===== config.mk =====
export PLATFORM = sky130hd
export DESIGN_NAME = fifo_ctrl_flat
export DESIGN_NICKNAME = d
export VERILOG_FILES = /design/src/rtl/fifo_pkg.sv /design/src/rtl/fifo_if.sv /design/src/rtl/fifo_ptr.sv /design/src/rtl/fifo_ctrl.sv /design/src/flat_wrapper.sv
export SDC_FILE = /design/constraint.sdc
export NUM_CORES = 1
export LEC_CHECK = 0
export CORE_MARGIN = 4
export CORE_UTILIZATION = 48
export CTS_CLUSTER_DIAMETER = 200
export DETAILED_ROUTE_END_ITERATION = 16
export GPL_ROUTABILITY_DRIVEN = 0
export PLACE_DENSITY = 0.92
export SLEW_MARGIN = 20
export SYNTH_ARGS = -nofsm -noshare
export SYNTH_HDL_FRONTEND = slang
export SYNTH_SLANG_ARGS = --single-unit

===== constraint.sdc =====
create_clock -name i_clk -period 4.1 [get_ports i_clk]
set_input_delay 0.82 -clock i_clk [delete_from_list [all_inputs] [get_ports i_clk]]
set_output_delay 0.82 -clock i_clk [all_outputs]
set_load 0.05 [all_outputs]

===== src/rtl/fifo_pkg.sv =====
// Shared sizing for the 8x8 FIFO sequencing controller.
// The thresholds set the default almost_full and almost_empty levels.
package fifo_pkg;

  localparam int unsigned ADDR_W     = 3;
  localparam int unsigned CNT_W      = ADDR_W + 1;
  localparam int unsigned DEPTH      = 1 << ADDR_W;
  localparam int unsigned AF_LVL_DEF = 6;
  localparam int unsigned AE_LVL_DEF = 2;

  // Pointers carry one extra wrap bit above the RAM address.
  typedef logic [ADDR_W:0]   ptr_t;
  typedef logic [ADDR_W-1:0] addr_t;

endpackage


===== src/rtl/fifo_if.sv =====
// Producer/consumer/RAM-facing bundle of the FIFO controller.
// The master modport is the parent that owns the RAM.
interface fifo_if;
  import fifo_pkg::*;

  logic  push;
  logic  pop;
  logic  err_clr;
  logic  mem_we;
  logic  mem_re;
  addr_t mem_waddr;
  addr_t mem_raddr;
  logic  rd_valid;
  logic  full;
  logic  empty;
  logic  almost_full;
  logic  almost_empty;
  ptr_t  count;
  logic  overflow;
  logic  underflow;

  modport master (
    output push, pop, err_clr,
    input  mem_we, mem_re, mem_waddr, mem_raddr, rd_valid, full, empty,
    input  almost_full, almost_empty, count, overflow, underflow
  );

  modport slave (
    input  push, pop, err_clr,
    output mem_we, mem_re, mem_waddr, mem_raddr, rd_valid, full, empty,
    output almost_full, almost_empty, count, overflow, underflow
  );

endinterface


===== src/rtl/fifo_ptr.sv =====
// Wrapping FIFO pointer with an extra MSB wrap bit.
// The pointer has a synchronous reset and increments when enabled.
module fifo_ptr
  import fifo_pkg::*;
(
  input  logic i_clk,
  input  logic i_rst,
  input  logic i_inc,
  output ptr_t o_ptr
);

  ptr_t r_ptr;

  always_ff @(posedge i_clk) begin
    if (i_rst) begin
      r_ptr <= '0;
    end else if (i_inc) begin
      r_ptr <= r_ptr + ptr_t'(1);
    end
  end

  assign o_ptr = r_ptr;

endmodule


===== src/rtl/fifo_ctrl.sv =====
// Sequencing controller for the 8x8 two-port FIFO RAM.
// It tracks the pointers, decodes the flags and latches sticky request errors.
module fifo_ctrl
  import fifo_pkg::*;
#(
  parameter int unsigned AF_LVL = AF_LVL_DEF,
  parameter int unsigned AE_LVL = AE_LVL_DEF
) (
  input logic    i_clk,
  input logic    i_rst,
  fifo_if.slave  bus
);

  localparam ptr_t AF_CNT = ptr_t'(AF_LVL);
  localparam ptr_t AE_CNT = ptr_t'(AE_LVL);

  ptr_t w_wr_ptr;
  ptr_t w_rd_ptr;
  ptr_t w_count;
  logic w_empty;
  logic w_full;
  logic w_pop_ok;
  logic w_push_ok;
  logic r_rd_valid;
  logic r_overflow;
  logic r_underflow;

  assign w_empty = (w_wr_ptr == w_rd_ptr);
  assign w_full  = (w_wr_ptr[ADDR_W] != w_rd_ptr[ADDR_W]) &&
                   (w_wr_ptr[ADDR_W-1:0] == w_rd_ptr[ADDR_W-1:0]);
  assign w_count = w_wr_ptr - w_rd_ptr;

  // A push at full is accepted only when a pop frees the slot in the same cycle.
  assign w_pop_ok  = bus.pop & ~w_empty & ~i_rst;
  assign w_push_ok = bus.push & (~w_full | w_pop_ok) & ~i_rst;

  fifo_ptr u_wr_ptr (
    .i_clk (i_clk),
    .i_rst (i_rst),
    .i_inc (w_push_ok),
    .o_ptr (w_wr_ptr)
  );

  fifo_ptr u_rd_ptr (
    .i_clk (i_clk),
    .i_rst (i_rst),
    .i_inc (w_pop_ok),
    .o_ptr (w_rd_ptr)
  );

  // Setting an error flag takes priority over err_clr in the same cycle.
  always_ff @(posedge i_clk) begin
    if (i_rst) begin
      r_rd_valid  <= 1'b0;
      r_overflow  <= 1'b0;
      r_underflow <= 1'b0;
    end else begin
      r_rd_valid  <= w_pop_ok;
      r_overflow  <= (bus.push & ~w_push_ok) | (r_overflow & ~bus.err_clr);
      r_underflow <= (bus.pop & ~w_pop_ok) | (r_underflow & ~bus.err_clr);
    end
  end

  assign bus.mem_we       = w_push_ok;
  assign bus.mem_re       = w_pop_ok;
  assign bus.mem_waddr    = w_wr_ptr[ADDR_W-1:0];
  assign bus.mem_raddr    = w_rd_ptr[ADDR_W-1:0];
  assign bus.rd_valid     = r_rd_valid;
  assign bus.full         = w_full;
  assign bus.empty        = w_empty;
  assign bus.almost_full  = (w_count >= AF_CNT);
  assign bus.almost_empty = (w_count <= AE_CNT);
  assign bus.count        = w_count;
  assign bus.overflow     = r_overflow;
  assign bus.underflow    = r_underflow;

endmodule


===== src/flat_wrapper.sv =====
// flat-port wrapper written by rule: the top's interface ports become plain ports
module fifo_ctrl_flat import fifo_pkg::*;
#(
  parameter int unsigned AF_LVL = AF_LVL_DEF,
  parameter int unsigned AE_LVL = AE_LVL_DEF
)
  (i_clk, i_rst, bus_push, bus_pop, bus_err_clr, bus_mem_we, bus_mem_re, bus_mem_waddr, bus_mem_raddr, bus_rd_valid, bus_full, bus_empty, bus_almost_full, bus_almost_empty, bus_count, bus_overflow, bus_underflow);
  fifo_if bus_i ();
  input logic i_clk;
  input logic i_rst;
  input wire logic [$bits(bus_i.push)-1:0] bus_push;
  input wire logic [$bits(bus_i.pop)-1:0] bus_pop;
  input wire logic [$bits(bus_i.err_clr)-1:0] bus_err_clr;
  output wire logic [$bits(bus_i.mem_we)-1:0] bus_mem_we;
  output wire logic [$bits(bus_i.mem_re)-1:0] bus_mem_re;
  output wire logic [$bits(bus_i.mem_waddr)-1:0] bus_mem_waddr;
  output wire logic [$bits(bus_i.mem_raddr)-1:0] bus_mem_raddr;
  output wire logic [$bits(bus_i.rd_valid)-1:0] bus_rd_valid;
  output wire logic [$bits(bus_i.full)-1:0] bus_full;
  output wire logic [$bits(bus_i.empty)-1:0] bus_empty;
  output wire logic [$bits(bus_i.almost_full)-1:0] bus_almost_full;
  output wire logic [$bits(bus_i.almost_empty)-1:0] bus_almost_empty;
  output wire logic [$bits(bus_i.count)-1:0] bus_count;
  output wire logic [$bits(bus_i.overflow)-1:0] bus_overflow;
  output wire logic [$bits(bus_i.underflow)-1:0] bus_underflow;
  assign bus_i.push = bus_push;
  assign bus_i.pop = bus_pop;
  assign bus_i.err_clr = bus_err_clr;
  assign bus_mem_we = bus_i.mem_we;
  assign bus_mem_re = bus_i.mem_re;
  assign bus_mem_waddr = bus_i.mem_waddr;
  assign bus_mem_raddr = bus_i.mem_raddr;
  assign bus_rd_valid = bus_i.rd_valid;
  assign bus_full = bus_i.full;
  assign bus_empty = bus_i.empty;
  assign bus_almost_full = bus_i.almost_full;
  assign bus_almost_empty = bus_i.almost_empty;
  assign bus_count = bus_i.count;
  assign bus_overflow = bus_i.overflow;
  assign bus_underflow = bus_i.underflow;
  fifo_ctrl #(.AF_LVL(AF_LVL), .AE_LVL(AE_LVL)) u_core (.i_clk(i_clk), .i_rst(i_rst), .bus(bus_i));
endmodule

==> results.py <==
metrics = {
    "routing": {
        "drc": 0,
        "drt_iter0_markers": 10,
        "vias": 709,
        "wirelength_um": 1640,
        "post_drt_wl_per_cell_um": 13.3,
        "antenna_left": 0,
        "first_pass_iters": 4,
        "avgViaCountPerCell": 5.76,
    },
    "synth": {
        "synth_edf_count": 0,
        "yosys.area.top_type": "dfxtp_1",
        "avgSynthCellArea_um2": 8.53,
        "synth_top_cells_by_area": "dfxtp_1 29%, ha_1 8.3%, buf_4 6.0%",
        "ys_seq_area_share_pct": 29.3,
        "synth_top_area_share_pct": 29.3,
        "ys.flop_type": "dfxtp_1",
        "syn_nets": 99,
        "synthCells": 88,
        "yosys_warnings": 0,
        "synthesis.area_um2": 751,
        "postSynth.asyncResetShare_pct": 0,
        "synth_cell_types": 33,
        "ys_ff_latch": 11,
    },
    "clock_network": {
        "cts_hold_buffers": 0,
        "cts_resized": 0,
        "cts_tree": "yes",
        "numClockSinks": 11,
        "post-cts-setup-buffers": 0,
        "clk_pin_slew_ns": 0.07,
        "clk_latency_ns": 0.26,
        "cts_root_buf": "clkbuf_4",
        "cts_max_level": 1,
        "cts_inserted_buffers": 3,
        "clk_path_buf_depth": 2,
    },
    "min_path": {
        "hold_depth": 2,
        "hold_end": "u_core.bus.overflow",
        "min_path_type": "reg -> reg",
        "min-delay-start": "u_core.bus.overflow",
    },
    "grt": {
        "overflow": 0,
        "grt_antenna_before_repair": 0,
        "track_usage_pct": 15.8,
        "grt_pass1_wl_um": 2590,
        "grt_max_degree": 11,
        "grt_pass1_vias": 650,
    },
    "critical_path": {
        "cp_slowest_stage_delay_ns": 0.79,
        "path_max_fanout": 6,
        "end_kind": "output port",
        "path_cells": "clkdlybuf4s50_1, o31a_1, and2_1, clkdlybuf4s50_1",
        "required_ns": 3.28,
        "r2r_setup_slack_ns": 2.27,
        "start_kind": "input port",
        "crit_slowest_cell": "clkdlybuf4s50_1",
        "path_buf_inv": 2,
        "critPathKind": "in -> out",
        "rr_startpoint": "u_core.u_rd_ptr.o_ptr[2]",
        "crit_family": "buffers and inverters",
        "r2r_cells": 5,
        "critPathArrivalTime_ns": 2.62,
        "path_depth": 4,
        "crit_top_cell": "clkdlybuf4s50_1",
        "r2r-end": "u_core.u_wr_ptr.o_ptr[0]",
    },
    "sta": {
        "setup_viol_count_final": 0,
        "hold_violations": 0,
        "rsz0062_at_grt": "no",
        "whs_ns": 0.452,
        "clock.fmax_mhz": 291,
        "worstMarginPinSlew_ns": 0.510,
        "slew_viol_final": 0,
        "period_minus_slack_ns": 3.44,
        "fin_tns_setup_ns": 0,
        "timing.final.crit_share_pct": 83.9,
        "slew_headroom_pct": 65.9,
        "skew_ns": 0.00122,
    },
    "die": {
        "start_util_pct": 50.4,
        "core_mm2": 0.00149,
        "io_pins": 24,
        "die_y_um": 47.5,
        "design.die.area_mm2": 0.00226,
        "die_w_um": 47.5,
        "row_count": 14,
    },
    "final_layout": {
        "antenna_cells": 0,
        "area_growth_pct": 30.2,
        "drive_above_1_share_pct": 6.54,
        "nets": 119,
    },
    "place": {
        "dp_hpwl_um": 1300,
        "port-buffer-count": 23,
    },
    "pwr": {
        "p_leak_uw": 0.000413,
        "peakVddDrop_mv": 0.279,
        "p_per_area_mw_per_mm2": 497,
    },
    "run_status": {
        "outcome": "finished, final reports clean",
    },
    "run": {
        "cap_violations": 0,
    },
}
layout by cell type (no fill, tap or decap), types with 3 or more instances in the layout:
| master | instances |
|---|---|
| a21oi_1 | 4 |
| clkbuf_4 | 3 |
| clkdlybuf4s50_1 | 23 |
| dfxtp_1 | 11 |
| ha_1 | 5 |
| inv_1 | 8 |
| mux2_1 | 4 |
| nand2_1 | 4 |
| nand4_1 | 3 |
| nor2_1 | 11 |
| nor2b_1 | 4 |
area by class of cell:
type                            instances  area [um^2]
Multi-Input combinational cell         60          443
Clock buffer                            4         26.3
Tap cell                               16         20.0
Fill cell                             126          512
Inverter                                8         30.0
Sequential cell                        11          220
Timing Repair Buffer                   24          238
state kept, by name, indices dropped and copies added, names as in the netlist:
name                   flops
u_core.bus.overflow        1
u_core.bus.rd_valid        1
u_core.u_wr_ptr.o_ptr      4
u_core.u_rd_ptr.o_ptr      4
u_core.bus.underflow       1
worst reg2reg max path, delay by kind of cell (launching register included):
family          cells  cell delay, ns
flops               1            0.38
fa+ha+maj           1            0.37
buf+inv             1            0.07
mux                 1            0.31
compound gates      1            0.39
simple gates        1            0.20
kinds of logic (layout without fill, tap and decap cells):
group / after synthesis / count (layout) / share of synthesized area (%)
AO/OA/AOI/OAI: 14 / 14 / 13.2
XOR/XNOR: 3 / 3 / 4.50
adder cells (fa/ha/maj): 6 / 6 / 11.0
buffers and inverters: 17 / 36 / 11.7
flip-flops: 11 / 11 / 29.3
multiplexers: 7 / 7 / 10.8
AND/OR/NAND/NOR: 30 / 30 / 19.5
per-layer routing:
metal / vias up / GRT usage [%] / share of wire, %
met5: - / 0 / 0
met4: 0 / 6.45 / 2.3
met3: 6 / 5.64 / 9.6
met2: 33 / 27.3 / 47
met1: 334 / 17.6 / 41
li1: 336 / - / -
stage by stage:
| stage | area [um^2] | utilization (%) | instances | total power, uW | setup WS [ns] |
|---|---|---|---|---|---|
| floorplan | 751 | - | 88 | 338 | 0.633 |
| global placement | 951 | 63.9 | 119 | 410 | 0.716 |
| detailed placement | 951 | 63.9 | 119 | 417 | 0.685 |
| CTS | 977 | 65.6 | 123 | 487 | 0.672 |
| global route | 977 | 65.6 | 123 | 511 | 0.508 |
| finish | 977 | 65.6 | 123 | 486 | 0.659 |
synthesized netlist by cell type, drive strengths merged (2+ instances only):
library cell / number
dfxtp: 11
nor2: 11
inv: 8
buf: 7
mux2: 6
ha: 5
a21oi: 4
nand2: 4
nor2b: 4
nand4: 3
a31oi: 2
and2: 2
clkbuf: 2
nand3: 2
nor3: 2
xor2: 2
how the worst max path moves through the flow:
| stage | to | startpoint | slack, ns |
|---|---|---|---|
| floorplan | bus_almost_empty | u_core.u_wr_ptr.o_ptr[0] | 0.63 |
| global placement | bus_mem_we | bus_pop | 0.72 |
| detailed placement | bus_mem_we | bus_pop | 0.69 |
| CTS | bus_almost_empty | u_core.u_wr_ptr.o_ptr[0] | 0.67 |
| global route | bus_almost_empty | u_core.u_rd_ptr.o_ptr[2] | 0.51 |
| finish | bus_mem_we | bus_pop | 0.66 |
report_power, final:
group / internal (uW) / total (uW) / switching [uW]
clock: 37.6 / 72.2 / 34.6
combinational: 97.2 / 290 / 193
sequential: 115 / 124 / 8.88
(Power assumes the default switching activity.)
